[src/rtl/i2c_event_decoder.sv]
// Turns debounced SCL/SDA into 16-bit START/RSTART/BYTE/STOP/TIMEOUT records, one cycle after the bus change.
// Fire-and-forget: a single-cycle valid pulse per record, no backpressure from the FIFO.
module i2c_event_decoder #(
  parameter int TIMEOUT_CYCLES = 50000,
  parameter int TIMEOUT_W      = 16
) (
  input  logic        i_clk,
  input  logic        i_rst_n,
  input  logic        i_SCL,
  input  logic        i_SDA,
  output logic [15:0] o_Event_Data,
  output logic        o_Event_Valid,
  output logic        o_Bus_Busy,
  output logic [3:0]  o_State
);

  typedef enum logic [3:0] {
    ST_IDLE      = 4'd0,
    ST_START     = 4'd1,
    ST_BYTE      = 4'd2,
    ST_ACK       = 4'd3,
    ST_ACK_CLOSE = 4'd4
  } state_t;

  localparam logic [3:0] TYPE_START   = 4'd1;
  localparam logic [3:0] TYPE_RSTART  = 4'd2;
  localparam logic [3:0] TYPE_BYTE    = 4'd3;
  localparam logic [3:0] TYPE_STOP    = 4'd4;
  localparam logic [3:0] TYPE_TIMEOUT = 4'd5;
  localparam logic [TIMEOUT_W-1:0] TMO_LAST = TIMEOUT_W'(TIMEOUT_CYCLES - 1);

  state_t               state_q, state_d;
  logic                 scl_q, sda_q;
  logic [3:0]           cnt_q, cnt_d;
  logic [7:0]           shift_q, shift_d;
  logic [TIMEOUT_W-1:0] tmo_q, tmo_d;
  logic                 vld_q, vld_d;
  logic [15:0]          dat_q, dat_d;

  logic scl_rise, scl_fall, scl_edge, start_c, stop_c, abort_c;
  logic [3:0] abort_cnt;

  assign scl_rise  = ~scl_q & i_SCL;
  assign scl_fall  = scl_q & ~i_SCL;
  assign scl_edge  = scl_rise | scl_fall;
  // Requiring SCL high on both samples suppresses START/STOP when SCL moves in the same cycle.
  assign start_c   = sda_q & ~i_SDA & scl_q & i_SCL;
  assign stop_c    = ~sda_q & i_SDA & scl_q & i_SCL;
  assign abort_c   = ((state_q == ST_BYTE) && (cnt_q != 4'd0)) || (state_q == ST_ACK);
  assign abort_cnt = (state_q == ST_ACK) ? 4'd8 : cnt_q;

  always_ff @(posedge i_clk or negedge i_rst_n) begin
    if (!i_rst_n) begin
      state_q <= ST_IDLE;
      scl_q   <= 1'b1;
      sda_q   <= 1'b1;
      cnt_q   <= 4'd0;
      shift_q <= 8'd0;
      tmo_q   <= '0;
      vld_q   <= 1'b0;
      dat_q   <= 16'd0;
    end else begin
      state_q <= state_d;
      scl_q   <= i_SCL;
      sda_q   <= i_SDA;
      cnt_q   <= cnt_d;
      shift_q <= shift_d;
      tmo_q   <= tmo_d;
      vld_q   <= vld_d;
      dat_q   <= dat_d;
    end
  end

  always_comb begin
    state_d = state_q;
    cnt_d   = cnt_q;
    shift_d = shift_q;
    tmo_d   = tmo_q;
    vld_d   = 1'b0;
    dat_d   = dat_q;
    if (state_q == ST_IDLE) begin
      tmo_d = '0;
      if (start_c) begin
        state_d = ST_START;
        vld_d   = 1'b1;
        dat_d   = {TYPE_START, 12'h000};
      end
    end else if (start_c || stop_c) begin
      state_d = start_c ? ST_START : ST_IDLE;
      cnt_d   = 4'd0;
      tmo_d   = start_c ? tmo_q + TIMEOUT_W'(1) : '0;
      vld_d   = 1'b1;
      dat_d   = {(start_c ? TYPE_RSTART : TYPE_STOP), abort_c, 3'b000, 4'h0,
                 (abort_c ? abort_cnt : 4'h0)};
    end else if (scl_edge) begin
      tmo_d = '0;
      case (state_q)
        ST_START: begin
          if (scl_fall) begin
            state_d = ST_BYTE;
            cnt_d   = 4'd0;
          end
        end
        ST_BYTE: begin
          if (scl_rise) begin
            shift_d = {shift_q[6:0], i_SDA};
            cnt_d   = cnt_q + 4'd1;
            if (cnt_q == 4'd7) state_d = ST_ACK;
          end
        end
        ST_ACK: begin
          if (scl_rise) begin
            state_d = ST_ACK_CLOSE;
            vld_d   = 1'b1;
            dat_d   = {TYPE_BYTE, 3'b000, i_SDA, shift_q};
          end
        end
        ST_ACK_CLOSE: begin
          if (scl_fall) begin
            state_d = ST_BYTE;
            cnt_d   = 4'd0;
          end
        end
        default: state_d = ST_IDLE;
      endcase
    end else if (tmo_q >= TMO_LAST) begin
      state_d = ST_IDLE;
      tmo_d   = '0;
      vld_d   = 1'b1;
      dat_d   = {TYPE_TIMEOUT, 1'b0, 3'b000, 4'h0, cnt_q};
    end else begin
      tmo_d = tmo_q + TIMEOUT_W'(1);
    end
  end

  always_comb begin
    o_State       = state_q;
    o_Bus_Busy    = (state_q != ST_IDLE);
    o_Event_Valid = vld_q;
    o_Event_Data  = dat_q;
  end

endmodule
[config.mk]
export PLATFORM = sky130hd
export DESIGN_NAME = i2c_event_decoder
export DESIGN_NICKNAME = d
export VERILOG_FILES = /design/src/rtl/i2c_event_decoder.sv
export SDC_FILE = /design/constraint.sdc
export NUM_CORES = 1
export LEC_CHECK = 0
export CAP_MARGIN = 20
export CORE_MARGIN = 5
export CORE_UTILIZATION = 50
export CTS_CLUSTER_SIZE = 25
export DETAILED_ROUTE_END_ITERATION = 10
export PLACE_DENSITY = 0.7
export SLEW_MARGIN = 30
export SYNTH_ARGS = -nofsm -noshare
export SYNTH_HDL_FRONTEND = slang
export SYNTH_SLANG_ARGS = --single-unit
[constraint.sdc]
create_clock -name i_clk -period 5.28 [get_ports i_clk]
set_clock_uncertainty 0.1 [all_clocks]
set_input_delay 1.056 -clock i_clk [delete_from_list [all_inputs] [get_ports i_clk]]
set_output_delay 1.056 -clock i_clk [all_outputs]
set_load 0.01 [all_outputs]
==> reports/qor.yml <==
via_per_inst: 5.57
synth_seq_area_share_pct: 46.6
initial_core_util_pct: 52.5
drive_above_1_share_pct: 11.2
crit_chain: "clkdlybuf4s50_1, inv_1, ha_1, inv_1, nor4_4, o32ai_2, buf_4, mux2_1"
core_area_um2: 4820
grt_pass1_wl_um: 8650
crit_path_end_kind: "register"
intPower_w: 0.000780
synth-edff-count: 0
arrival_ns: 3.51
power_leakage_nw: 1.23
ys_seq_elements: 47
post_cts_buffers: 0
post-route-util_pct: 59.9
clock_latency_ns: 0.30
port_buffers: 21
ctsHtreeMaxLevel: 2
syn-mean-instance-area_um2: 10.2
rsz0062_at_grt: "no"
drt_iter0_drc: 121
async_flop_share_pct: 100
startpoint: "i_SCL"
cts_hold_buf: 0
path_class: "in2reg"
cp_top_family: "buffers and inverters"
powerDensity_nw_per_um2: 424
comb_power_share_pct: 35.8
tightest_slew_ns: 0.709
dr.pass1.iters: 4
clkSinkCount: 47
hold_class: "reg2reg"
seqPwrFrac_pct: 41.9
gp_congestion: 0.879
antenna_found_initial: 0
required_ns: 5.37
grt_pass1_vias: 1817
reg2reg_from: "scl_q"
cpPeakStageDelay_ns: 0.54
status: "finished, final reports clean"
synth_cells: 248
cts_made_buffers: 5
slew_violations: 0
clk_path_buf_depth: 2
yosysWarnings: 0
cpMaxStageDelayCell: "clkdlybuf4s50_1"
wl_per_cell_um: 14.8
fp-row-count: 25
power_w: 0.00122
tns_ns: 0
cts_resized: 0
setup_viol: 0
nNetsFinal: 278
die_area_um2: 6590
p_sw_w: 0.000443
worst-path-buf-inv: 4
cap_violations: 0
max_slew_margin_pct: 52.4
startpoint_type: "input port"
vias: 1870
ios: 26
synth_top_area_share_pct: 44.5
cts_tree: "done"
finalWirelength_um: 4970
grt_max_degree: 48
path_clk_slew_ns: 0.09
ir_worst_vdd_mv: 0.170
clockPowerShare_pct: 22.4
period_share_pct: 64.7
synth-main-ff-cell: "dfrtp_1"
fill_cells: 439
die_h_um: 81.2
grt_use_total_pct: 16.9
switching_share_pct: 36.3
postRouteAntennaNets: 0
critical_path_peak_fanout: 13
cts_root_buf: "clkbuf_8"
min_period_ns: 3.42
fmaxAchievable_mhz: 293
path_common_cell: "inv_1"
syn_to_final_growth_pct: 13.9
grt-ovfl-total: 0
yosys-top-cells-area: "dfrtp_1 44%, mux2_2 4.4%, xor2_1 3.8%"
post-dp-hpwl_um: 3520
n_antenna_cell: 0
synth_top_cell_by_area: "dfrtp_1"
die_w_um: 81.2
drc: 0
hold_ws_ns: 0.399
yosysUniqueCellTypes: 54
hold_viol: 0
syn_area_um2: 2530
min_from: "o_Event_Data[3]"
## sequential cells by signal, summed over array words and instances (netlist names)
register and cells:
sda_q 1, cnt_q 4, o_Event_Valid 1, tmo_q 16
scl_q 1, o_State 3, o_Event_Data 13, shift_q 8
## per-stage QoR
stage | cells | setup slack, ns | instance area [um^2]
2_1_floorplan | 251 | 2.38 | 2540
3_3_place_gp | 328 | 1.65 | 2770
3_5_place_dp | 328 | 1.58 | 2770
4_1_cts | 336 | 1.89 | 2880
5_1_grt | 336 | 1.74 | 2880
6_report | 336 | 1.86 | 2880
## cells in the mapped netlist (all sizes together), types with 3 or more instances
master / number
a21oi: 4
a22o: 4
and3: 4
and4: 4
buf: 10
clkbuf: 3
dfrtp: 45
ha: 6
inv: 19
mux2: 13
mux2i: 7
nand2: 21
nand3: 5
nand3b: 5
nand4: 5
nor2: 25
nor3: 10
o21ai: 10
o32ai: 3
xnor2: 5
xor2: 11
## final cells by class
type,instances,area [um^2],share of cell area [%]
multi-input cells,172,1210,42.0
inverters,19,71.3,2.47
flip-flops and latches,47,1180,40.9
repair buffers,23,223,7.72
well taps,67,83.8,2.91
clock inverters,3,46.3,1.61
clock buffers,5,68.8,2.39
## metal layers
layer  up-vias  GRT usage (%)  share of wire, %
met2        55           26.4                44
met5         -              0                 0
li1        903              -                 -
met3         7           3.88               5.5
met4         0           5.07               1.4
met1       905           23.5                49
## path summary, 6_finish.rpt
kind	end	slack, ns	cells past startpoint
worst max-delay path	o_Event_Data[2]	1.86	8
worst min-delay path	o_Event_Data[3]	0.40	1
worst max register to register	o_Event_Data[2]	2.82	6
worst min register to register	o_Event_Data[3]	0.40	1
max in group asynchronous	o_State[1]	4.03	1
min in group asynchronous	cnt_q[2]	0.65	1
## cells by family after synthesis
kind of cell               synth area share (%)
other                                     0.148
DFF                                        46.6
adders and majority gates                  2.97
buffers and inverters                      5.98
muxes                                      8.55
xor gates and xnor gates                   5.54
and+or+nand+nor                            18.5
AOI/OAI and AO/OA                          11.8
## cell usage in the layout (no fill, tap or decap), types with 2 or more instances in the layout
cell type	synthesis	final
a211oi_1	2	2
a21oi_1	4	4
a22o_1	4	4
and2_1	2	2
and3_1	4	4
and4_1	4	4
buf_4	5	3
clkbuf_8	0	5
clkdlybuf4s50_1	0	20
conb_1	1	4
dfrtp_1	45	45
dfstp_2	2	2
ha_1	6	6
inv_1	18	18
mux2_1	3	3
mux2_2	10	10
mux2i_1	7	7
nand2_1	21	21
nand3_1	5	5
nand3b_1	5	5
nand4_1	5	5
nor2_1	25	25
nor3_1	8	8
o21ai_0	9	9
o22ai_1	2	2
o32ai_1	2	2
xnor2_1	5	5
xor2_1	11	11
## power groups by stage
stage	clock, W	combinational, W	sequential (W)
final	0.000273	0.000438	0.000512
after global routing	0.000294	0.000482	0.000528
after CTS	0.000276	0.000441	0.000514
after detailed placement	0	0.000440	0.000521
after global placement	0	0.000434	0.000519
after floorplan	0	0.000283	0.000502
No activity file was read; power rests on OpenSTA's default activity.
